--- config.mk ---
export PLATFORM = sky130hd
export DESIGN_NAME = rtype_exec_stage
export DESIGN_NICKNAME = d
export VERILOG_FILES = /design/src/rtl/rtype_exec_stage.sv
export SDC_FILE = /design/constraint.sdc
export NUM_CORES = 1
export LEC_CHECK = 0
export ABC_AREA = 1
export CAP_MARGIN = 5
export CELL_PAD_IN_SITES_DETAIL_PLACEMENT = 1
export CELL_PAD_IN_SITES_GLOBAL_PLACEMENT = 1
export CORE_UTILIZATION = 43
export DETAILED_ROUTE_END_ITERATION = 6
export PLACE_DENSITY = 0.95
export SYNTH_ARGS = -nofsm -noshare
export SYNTH_HDL_FRONTEND = slang
export SYNTH_SLANG_ARGS = --single-unit
export TNS_END_PERCENT = 5
--- constraint.sdc ---
create_clock -name clk -period 7.7 [get_ports clk]
set_clock_uncertainty 0.2 [all_clocks]
set_input_delay 1.54 -clock clk [delete_from_list [all_inputs] [get_ports clk]]
set_output_delay 1.54 -clock clk [all_outputs]
set_load 0.05 [all_outputs]
--- src/rtl/rtype_exec_stage.sv ---
// rtype_exec_stage
//   Execute stage fed by the R-type control decoder. ALU ops and zero-amount
//   shifts produce a registered result one cycle after acceptance. SLL/SRL/SRA
//   with a non-zero amount run on an iterative shifter that moves one bit per
//   cycle. Valid/ready handshakes on both sides. At most one op is in flight.
//
// Ports
//   clk, reset           rising-edge clock, asynchronous active-high reset
//   in_valid / in_ready  input handshake. The op is captured when both are high.
//   ctrl                 op code: 1 ADD, 2 SUB, 3 SLL, 4 SLT, 5 SLTU, 6 XOR,
//                        7 SRL, 8 SRA, 9 OR, 10 AND. Any other value is illegal.
//   rs1_data, rs2_data   operands. The shift amount is rs2_data[SHAMT_WIDTH-1:0].
//   rd_addr              destination register index
//   out_valid/out_ready  output handshake
//   result, out_rd_addr  result and its destination index
//   illegal              the accepted op code was outside 1..10
//
// state  | meaning
// IDLE   | no op held, ready for input
// SHIFT  | iterative shift in progress, input stalled
// DONE   | result presented, waiting for out_ready
module rtype_exec_stage #(
  parameter int DATA_WIDTH     = 32,
  parameter int CTRL_WIDTH     = 7,
  parameter int REG_ADDR_WIDTH = 5,
  parameter int SHAMT_WIDTH    = $clog2(DATA_WIDTH)
) (
  input  logic                      clk,
  input  logic                      reset,
  input  logic                      in_valid,
  output logic                      in_ready,
  input  logic [CTRL_WIDTH-1:0]     ctrl,
  input  logic [DATA_WIDTH-1:0]     rs1_data,
  input  logic [DATA_WIDTH-1:0]     rs2_data,
  input  logic [REG_ADDR_WIDTH-1:0] rd_addr,
  output logic                      out_valid,
  input  logic                      out_ready,
  output logic [DATA_WIDTH-1:0]     result,
  output logic [REG_ADDR_WIDTH-1:0] out_rd_addr,
  output logic                      illegal
);

  localparam logic [CTRL_WIDTH-1:0] OP_ADD  = CTRL_WIDTH'(1);
  localparam logic [CTRL_WIDTH-1:0] OP_SUB  = CTRL_WIDTH'(2);
  localparam logic [CTRL_WIDTH-1:0] OP_SLL  = CTRL_WIDTH'(3);
  localparam logic [CTRL_WIDTH-1:0] OP_SLT  = CTRL_WIDTH'(4);
  localparam logic [CTRL_WIDTH-1:0] OP_SLTU = CTRL_WIDTH'(5);
  localparam logic [CTRL_WIDTH-1:0] OP_XOR  = CTRL_WIDTH'(6);
  localparam logic [CTRL_WIDTH-1:0] OP_SRL  = CTRL_WIDTH'(7);
  localparam logic [CTRL_WIDTH-1:0] OP_SRA  = CTRL_WIDTH'(8);
  localparam logic [CTRL_WIDTH-1:0] OP_OR   = CTRL_WIDTH'(9);
  localparam logic [CTRL_WIDTH-1:0] OP_AND  = CTRL_WIDTH'(10);

  typedef enum logic [1:0] {S_IDLE, S_SHIFT, S_DONE} state_t;
  typedef enum logic [1:0] {K_SLL, K_SRL, K_SRA} kind_t;

  state_t                    r_state, w_state_nxt;
  kind_t                     r_kind, w_kind;
  logic [DATA_WIDTH-1:0]     r_work;
  logic [SHAMT_WIDTH-1:0]    r_count;
  logic [DATA_WIDTH-1:0]     r_result;
  logic [REG_ADDR_WIDTH-1:0] r_rd;
  logic                      r_illegal;

  logic                      w_accept;
  logic [SHAMT_WIDTH-1:0]    w_shamt;
  logic                      w_is_shift;
  logic                      w_start_shift;
  logic [DATA_WIDTH-1:0]     w_alu;
  logic                      w_illegal;
  logic                      w_lt_s;
  logic                      w_lt_u;
  logic [DATA_WIDTH-1:0]     w_step;

  assign in_ready      = (r_state == S_IDLE) | ((r_state == S_DONE) & out_ready);
  assign w_accept      = in_valid & in_ready;
  assign w_shamt       = rs2_data[SHAMT_WIDTH-1:0];
  assign w_is_shift    = (ctrl == OP_SLL) | (ctrl == OP_SRL) | (ctrl == OP_SRA);
  // A zero-amount shift bypasses the shifter and finishes in one cycle like an ALU op.
  assign w_start_shift = w_is_shift & (w_shamt != '0);
  assign w_lt_s        = $signed(rs1_data) < $signed(rs2_data);
  assign w_lt_u        = rs1_data < rs2_data;

  always_comb begin
    w_alu     = '0;
    w_illegal = 1'b0;
    case (ctrl)
      OP_ADD:                 w_alu = rs1_data + rs2_data;
      OP_SUB:                 w_alu = rs1_data - rs2_data;
      OP_SLT:                 w_alu = {{(DATA_WIDTH-1){1'b0}}, w_lt_s};
      OP_SLTU:                w_alu = {{(DATA_WIDTH-1){1'b0}}, w_lt_u};
      OP_XOR:                 w_alu = rs1_data ^ rs2_data;
      OP_OR:                  w_alu = rs1_data | rs2_data;
      OP_AND:                 w_alu = rs1_data & rs2_data;
      OP_SLL, OP_SRL, OP_SRA: w_alu = rs1_data;
      default:                w_illegal = 1'b1;
    endcase
  end

  always_comb begin
    w_kind = K_SLL;
    if (ctrl == OP_SRL) w_kind = K_SRL;
    else if (ctrl == OP_SRA) w_kind = K_SRA;
  end

  always_comb begin
    w_step = {r_work[DATA_WIDTH-2:0], 1'b0};
    case (r_kind)
      K_SRL:   w_step = {1'b0, r_work[DATA_WIDTH-1:1]};
      K_SRA:   w_step = {r_work[DATA_WIDTH-1], r_work[DATA_WIDTH-1:1]};
      default: w_step = {r_work[DATA_WIDTH-2:0], 1'b0};
    endcase
  end

  always_comb begin
    w_state_nxt = r_state;
    case (r_state)
      S_IDLE, S_DONE: begin
        if (w_accept) begin
          w_state_nxt = w_start_shift ? S_SHIFT : S_DONE;
        end else if ((r_state == S_DONE) && out_ready) begin
          w_state_nxt = S_IDLE;
        end
      end
      S_SHIFT: begin
        // The last shift happens on the cycle the count drops from 1 to 0.
        if (r_count == SHAMT_WIDTH'(1)) w_state_nxt = S_DONE;
      end
      default: w_state_nxt = S_IDLE;
    endcase
  end

  always_ff @(posedge clk or posedge reset) begin
    if (reset) begin
      r_state   <= S_IDLE;
      r_kind    <= K_SLL;
      r_work    <= '0;
      r_count   <= '0;
      r_result  <= '0;
      r_rd      <= '0;
      r_illegal <= 1'b0;
    end else begin
      r_state <= w_state_nxt;
      if (w_accept) begin
        r_rd      <= rd_addr;
        r_illegal <= w_illegal;
        if (w_start_shift) begin
          r_work  <= rs1_data;
          r_count <= w_shamt;
          r_kind  <= w_kind;
        end else begin
          r_result <= w_alu;
          r_count  <= '0;
        end
      end else if (r_state == S_SHIFT) begin
        r_work  <= w_step;
        r_count <= r_count - SHAMT_WIDTH'(1);
        if (r_count == SHAMT_WIDTH'(1)) r_result <= w_step;
      end
    end
  end

  assign out_valid   = (r_state == S_DONE);
  assign result      = r_result;
  assign out_rd_addr = r_rd;
  assign illegal     = r_illegal;

endmodule
==> Flow_metrics.wiki, run 1 <==
{| class="wikitable"
! Metric !! Value
|-
| Total track usage || between 30% and 40%
|-
| Clock share of power || 23.4%
|-
| Share of total power consumed by net switching || a little under half
|-
| Synthesized Nets || between 2000 and 2500
|-
| Setup repair after global routing missed its margin || no
|-
| Number of instances in the synthesized netlist || ~1900
|-
| Static leakage power || 6.57 nW
|-
| Core box area || approximately 24000 µm²
|-
| Critical Setup Path Class || input pin to primary output
|-
| Cell type contributing the most total cell area after synthesis || nand2_1
|-
| GR Overflow Total || 0
|-
| Required time at the endpoint of the critical path || approximately 6.0 ns
|-
| Port Buffers || approximately 120
|-
| Total of max-cap violations || 0
|-
| Die outline width || around 160 µm
|-
| Type of the worst min-delay path || flip-flop to flip-flop
|-
| Final worst-path cycle share || a little over three fifths
|-
| Run status || finished, final reports clean
|-
| Clock latency on the worst-skew pair || about 0.35 ns
|-
| Floorplan die area || around 26000 µm²
|-
| Top post-synthesis cells by area || nand2_1, dfrtp_1, ha_1
|-
| Number of synthesized flops with an enable pin || 0
|-
| Area fraction of the dominant cell type after synthesis || around 20%
|-
| Sink Count || 79
|-
| First-pass GRT wire length || between 70000 and 80000 µm
|-
| Number of global-route vias before repair || around 13000
|-
| Power Dens Cells || ~160 nW/µm²
|-
| Initial DRT Pass Iterations || 5
|-
| I/O pin count || 120
|-
| Highest ir drop seen on vdd || approximately 130 µV
|-
| Clock tree from TritonCTS || built
|-
| Time the final worst path needs with I/O delays and setup || roughly 4.8 ns
|-
| Routed vias/inst || ~5.7
|-
| Sort of element at the start of the critical path || input pin
|-
| CTS buffer count || 9
|-
| Clock buffer depth || 2
|-
| Final count of hold timing violations || 0
|-
| Worst hold start || out_rd_addr[4]$_DFFE_PP0P_
|-
| Final RePlAce weighted congestion || roughly 0.98
|-
| Seq pwr share || approximately 28%
|-
| Height of the die || 160 µm
|-
| Unique cell type count in the Yosys netlist || 43
|-
| Max FO, Critical Path || 2
|-
| Core Rows || 57
|-
| Starting DRT DRC Count || roughly 1100
|-
| Effective utilization at floorplan || 43.9%
|-
| Most frequently used cell type in the post-synthesis netlist || nand2_1
|-
| Largest net degree at the start of global routing || 80
|-
| Yosys synthesis warning count || 0
|-
| Startpoint of the lowest-slack register-to-register path || r_state[1]$_DFFE_PP0P_
|-
| DRC violation count after routing || 0
|-
| Hold_buf cts || 0
|-
| Area grow syn2layout || 15.6%
|-
| Depth of the CTS H-tree || 3
|-
| Clock root buffer master || clkbuf_16
|-
| Highest clock rate || ~0.21 GHz
|-
| Most instantiated cells after synthesis || nand2_1, inv_1, nor2_1, nand3_1, o21ai_0
|-
| Via count || ~13000
|-
| CTS clock-pin slew for the worst setup and hold paths || about 0.060 ns
|-
| FFs w/ async S/R, synth || 100%
|-
| Number of slew-limit violations in the final report || 0
|-
| Mean instance size in the synthesized netlist || between 5 and 6 µm²
|-
| Final setup violation count || 0
|-
| Post-synthesis sequential area ratio || a little under a fifth
|-
| Area of the mapped netlist || around 11000 µm²
|-
| Combinational share of power || 48.1%
|-
| Share of final-layout standard cells stronger than drive strength 1 || under 10%
|-
| Initial antenna violation count || 1
|-
| Register bit total from synthesis || a little under 80
|-
| Net total in the final layout || ~2100
|-
| Overall Power || around 2.0 mW
|-
| Relative slew margins || about an eighth
|-
| Post-detail-place hpwl || 36800 µm
|-
| Final WL || ~47000 µm
|-
| Post-CTS setup buffer count || 0
|-
| # resized after CTS || 0
|-
| Total negative setup slack || 0 ns
|-
| Endpoint arrival time on the critical path || 3.09 ns
|-
| Critical path launch point || out_ready
|-
| Worst-Margin Slew || between 1 and 1.5 ns
|-
| Post-DR wirelength/cell || ~21 µm
|-
| Switching power of the nets || between 0.9 and 1 mW
|-
| Antenna-violating nets left || 0
|-
| Commonest register cell after synthesis || dfrtp_1
|-
| P_int || 1.10 mW
|-
| Category of the worst setup path capture point || primary output
|}
==> path summary, 6_finish.rpt <==
| path | end | slack, ns | depth (start not counted) |
|---|---|---|---|
| setup / recovery | in_ready | 2.87 | 4 |
| hold / removal | out_rd_addr[4]$_DFFE_PP0P_ | 0.29 | 2 |
| setup reg to reg | r_work[27]$_DFFE_PP0P_ | 4.44 | 7 |
| hold reg to reg | out_rd_addr[4]$_DFFE_PP0P_ | 0.29 | 2 |
| max in group asynchronous | result[4]$_DFFE_PP0P_ | 5.00 | 3 |
| min in group asynchronous | r_work[26]$_DFFE_PP0P_ | 1.67 | 3 |
==> kinds of logic after synthesis <==
| logic type | count (synthesis) | synth area share [%] |
|---|---|---|
| compound gates | 331 | 17.1 |
| buf+inv | 419 | 15.2 |
| flops | 79 | 18.5 |
| xor+xnor | 5 | 0.409 |
| fa+ha+maj | 109 | 12.9 |
| simple gates | 940 | 36.0 |
==> power by group through the flow <==
stage	sequential (mW)	clock [mW]	combinational (mW)
floorplan	0.681	0	0.486
global placement	0.566	0	0.899
detailed placement	0.572	0	0.931
CTS	0.569	0.471	0.948
global route	0.579	0.482	1.05
finish	0.572	0.469	0.965
==> metrics by stage <==
| stage | util, % | setup slack, ns | instance area [µm²] | std cells | hold slack (ns) |
|---|---|---|---|---|---|
| floorplan | - | 3.72 | 10700 | 1883 | 0.274 |
| global placement | 49.4 | 2.94 | 12000 | 2263 | 0.261 |
| detailed placement | 49.4 | 2.83 | 12000 | 2263 | 0.278 |
| CTS | 50.7 | 2.87 | 12400 | 2279 | 0.300 |
| global route | 50.7 | 2.73 | 12400 | 2279 | 0.324 |
| finish | 50.7 | 2.87 | 12400 | 2280 | 0.295 |
==> per-layer routing <==
metal  track usage, %  wire length, µm  vias to the layer above
li1                 -                -                     6079
met2             60.8            21500                      549
met1             50.2            20700                     6334
met3             3.19             3400                       72
met5                0                0                        -
met4             10.8             1210                        0
==> final cells by class <==
class	instances	area, µm²
clock buffers	11	243
diodes	1	2.50
multi-input cells	1385	7100
clock inverters	5	81.3
well taps	324	405
flip-flops and latches	79	1980
inverters	348	1310
repair buffers	127	1250
fillers	3501	12000
==> cell usage in the layout (no fill, tap or decap), drive strengths merged, types with 9 or more instances in the layout <==
| cell | synthesis | layout |
|---|---|---|
| nand2 | 564 | 564 |
| inv | 344 | 343 |
| nor2 | 172 | 172 |
| nand3 | 166 | 166 |
| o21ai | 128 | 128 |
| clkdlybuf4s50 | 0 | 119 |
| a21oi | 115 | 115 |
| ha | 107 | 107 |
| dfrtp | 79 | 79 |
| o22ai | 47 | 47 |
| nand4 | 15 | 15 |
| a31oi | 12 | 12 |
| clkbuf | 53 | 11 |
| nor3 | 9 | 9 |
==> flip-flops by register name, summed over array words and instances, names as in the netlist <==
name         count
r_kind           2
result          32
r_work          32
out_rd_addr      5
r_state          2
illegal          1
r_count          5
==> worst max-delay path, cell delays in order <==
cell             delay [ns]
clkdlybuf4s50_1        0.49
nor2_1                 0.06
nor2_1                 0.16
clkdlybuf4s50_1        0.84
No activity file was read; power rests on OpenSTA's default activity.
==> run 2, diff against run 1 <==
- CORE_UTILIZATION: 43 -> 36
- PLACE_DENSITY: 0.95 -> 0.89
- clock period: 7.7 -> 4.42 ns (I/O delays scaled with it)
==> run 2 against run 1 <==
Net effect:
- via count grew 0.59%
- final area grew 1.2%
- flip-flop and latch count is the same
- die area grew 19%
- non-clock buffer count grew 14
- register-to-register slack lost 3.1 ns
- sequential share of layout area shrank 0.19 points
- worst setup slack lost 2.5 ns
- worst hold slack lost 0.0061 ns
- count of clock-buffer cells in the layout shrank 1
- highest routed layer unchanged
==> Flow_metrics.wiki, run 2 (synthesis gave the netlist of run 1 again) <==
{| class="wikitable"
! Metric !! Value
|-
| Starting DRT DRC Count || around 1400
|-
| Total negative setup slack || 0 ns
|-
| CTS clock-pin slew for the worst setup and hold paths || about 0.06 ns
|-
| Startpoint of the lowest-slack register-to-register path || r_kind[0]$_DFFE_PP0P_
|-
| Final count of hold timing violations || 0
|-
| Die outline width || 174 µm
|-
| Highest ir drop seen on vdd || between 150 and 200 µV
|-
| Total of max-cap violations || 0
|-
| Post-detail-place hpwl || around 40000 µm
|-
| Critical Setup Path Class || input pin to flip-flop
|-
| Most used cells in the layout excluding fill and tap cells || nand2_1, inv_1, nor2_1
|-
| Hold_buf cts || 0
|-
| Area of the multi-input gates || 7100 µm²
|-
| Run status || finished, final reports clean
|-
| Storage cell area || 1980 µm²
|-
| Minimum setup slack after placement || roughly 0.21 ns
|-
| Most frequent standard cell in the layout excluding fill and tap cells || nand2_1
|-
| Worst-Margin Slew || 1.25 ns
|-
| Depth of the CTS H-tree || 3
|-
| GR Overflow Total || 0
|-
| Number of slew-limit violations in the final report || 0
|-
| Initial antenna violation count || 0
|-
| Area grow syn2layout || 17.0%
|-
| Post-DR wirelength/cell || 20.7 µm
|-
| Relative slew margins || between 10% and 20%
|-
| Clock latency on the worst-skew pair || between 0.3 and 0.4 ns
|-
| Endpoint arrival time on the critical path || around 4 ns
|-
| Routed vias/inst || roughly 5.6
|-
| Largest net degree at the start of global routing || 83
|-
| Worst hold start || out_rd_addr[3]$_DFFE_PP0P_
|-
| Category of the worst setup path capture point || flip-flop
|-
| Initial DRT Pass Iterations || 6
|-
| Static leakage power || 6.62 nW
|-
| Final worst hold slack || ~0.29 ns
|-
| Final worst-path cycle share || about nine tenths
|-
| Number of global-route vias before repair || approximately 13000
|-
| CTS buffer count || 9
|-
| Power Dens Cells || 275 nW/µm²
|-
| Critical path launch point || ctrl[0]
|-
| Final setup violation count || 0
|-
| Clock tree from TritonCTS || built
|-
| Height of the die || around 170 µm
|-
| Setup repair after global routing missed its margin || no
|-
| Share of final-layout standard cells stronger than drive strength 1 || 2.44%
|-
| # resized after CTS || 0
|-
| I/O pin count || 120
|-
| Floorplan die area || a little over 30000 µm²
|-
| Type of the worst min-delay path || flip-flop to flip-flop
|-
| Core box area || about 29000 µm²
|-
| Net total in the final layout || around 2200
|-
| Highest clock rate || around 0.25 GHz
|-
| Port Buffers || 119
|-
| Layout filler cell count || between 4000 and 5000
|-
| Core Rows || 62
|-
| Required time at the endpoint of the critical path || 4.47 ns
|-
| Final RePlAce weighted congestion || between 1 and 1.5
|-
| Time the final worst path needs with I/O delays and setup || ~4 ns
|-
| Total track usage || around a third
|-
| DRC violation count after routing || 0
|-
| Via count || roughly 13000
|-
| Final WL || around 50000 µm
|-
| Sort of element at the start of the critical path || input pin
|-
| First-pass GRT wire length || 74500 µm
|-
| Effective utilization at floorplan || 37.0%
|-
| Post-CTS setup buffer count || 0
|-
| Max FO, Critical Path || between 60 and 70
|-
| PnR worst setup slack || 0.419 ns
|-
| Clock buffer depth || 2
|-
| Clock root buffer master || clkbuf_16
|-
| Antenna-violating nets left || 0
|-
| Sink Count || between 70 and 80
|}
## run 2: critical path, stage by stage
cell	delay [ns]
clkdlybuf4s50_1	0.52
nand2_1	0.18
o31ai_4	0.83
o21ai_2	0.13
or2_1	0.47
nand2_2	0.14
buf_4	0.49
nor2_1	0.13
a31oi_1	0.24
## run 2: stage by stage
stage	instances	total power [mW]	instance area [µm²]	utilization, %
after floorplan	1883	2.03	10700	-
after global routing	2353	3.62	12500	43.2
after detailed placement	2337	2.65	12200	42.2
after global placement	2337	2.59	12200	42.2
final	2354	3.44	12500	43.3
after CTS	2353	3.41	12500	43.2
## run 2: final cells by class
class                      count  area share (%)
timing repair buffer         141            10.8
clock buffer                  10            1.83
multi-input combinational   1385            56.7
inverter                     348            10.4
antenna                        1          0.0200
sequential                    79            15.8
clock inverter                 6           0.490
tap                          384            3.84
## run 2: power by group
part	leakage [nW]	switching (mW)	internal, mW
Clock	0.142	0.319	0.436
Sequential	0.989	0.111	0.883
Combinational	5.49	1.18	0.519
## run 2: worst paths after layout
kind,to,slack (ns),depth (start not counted)
max in group asynchronous,result[11]$_DFFE_PP0P_,2.47,3
min in group asynchronous,result[22]$_DFFE_PP0P_,0.75,2
min reg2reg,out_rd_addr[3]$_DFFE_PP0P_,0.29,2
max,r_work[9]$_DFFE_PP0P_,0.42,9
max reg2reg,r_work[15]$_DFFE_PP0P_,1.30,10
min,out_rd_addr[3]$_DFFE_PP0P_,0.29,2
## run 2: metal layers
metal  vias up  track usage (%)  part of all wire (%)
li1       6101                -                     -
met1      6303             44.6                    45
met2       625             50.7                    44
met3        82             4.37                   8.3
met4         0             8.08                   2.3
met5         -                0                     0
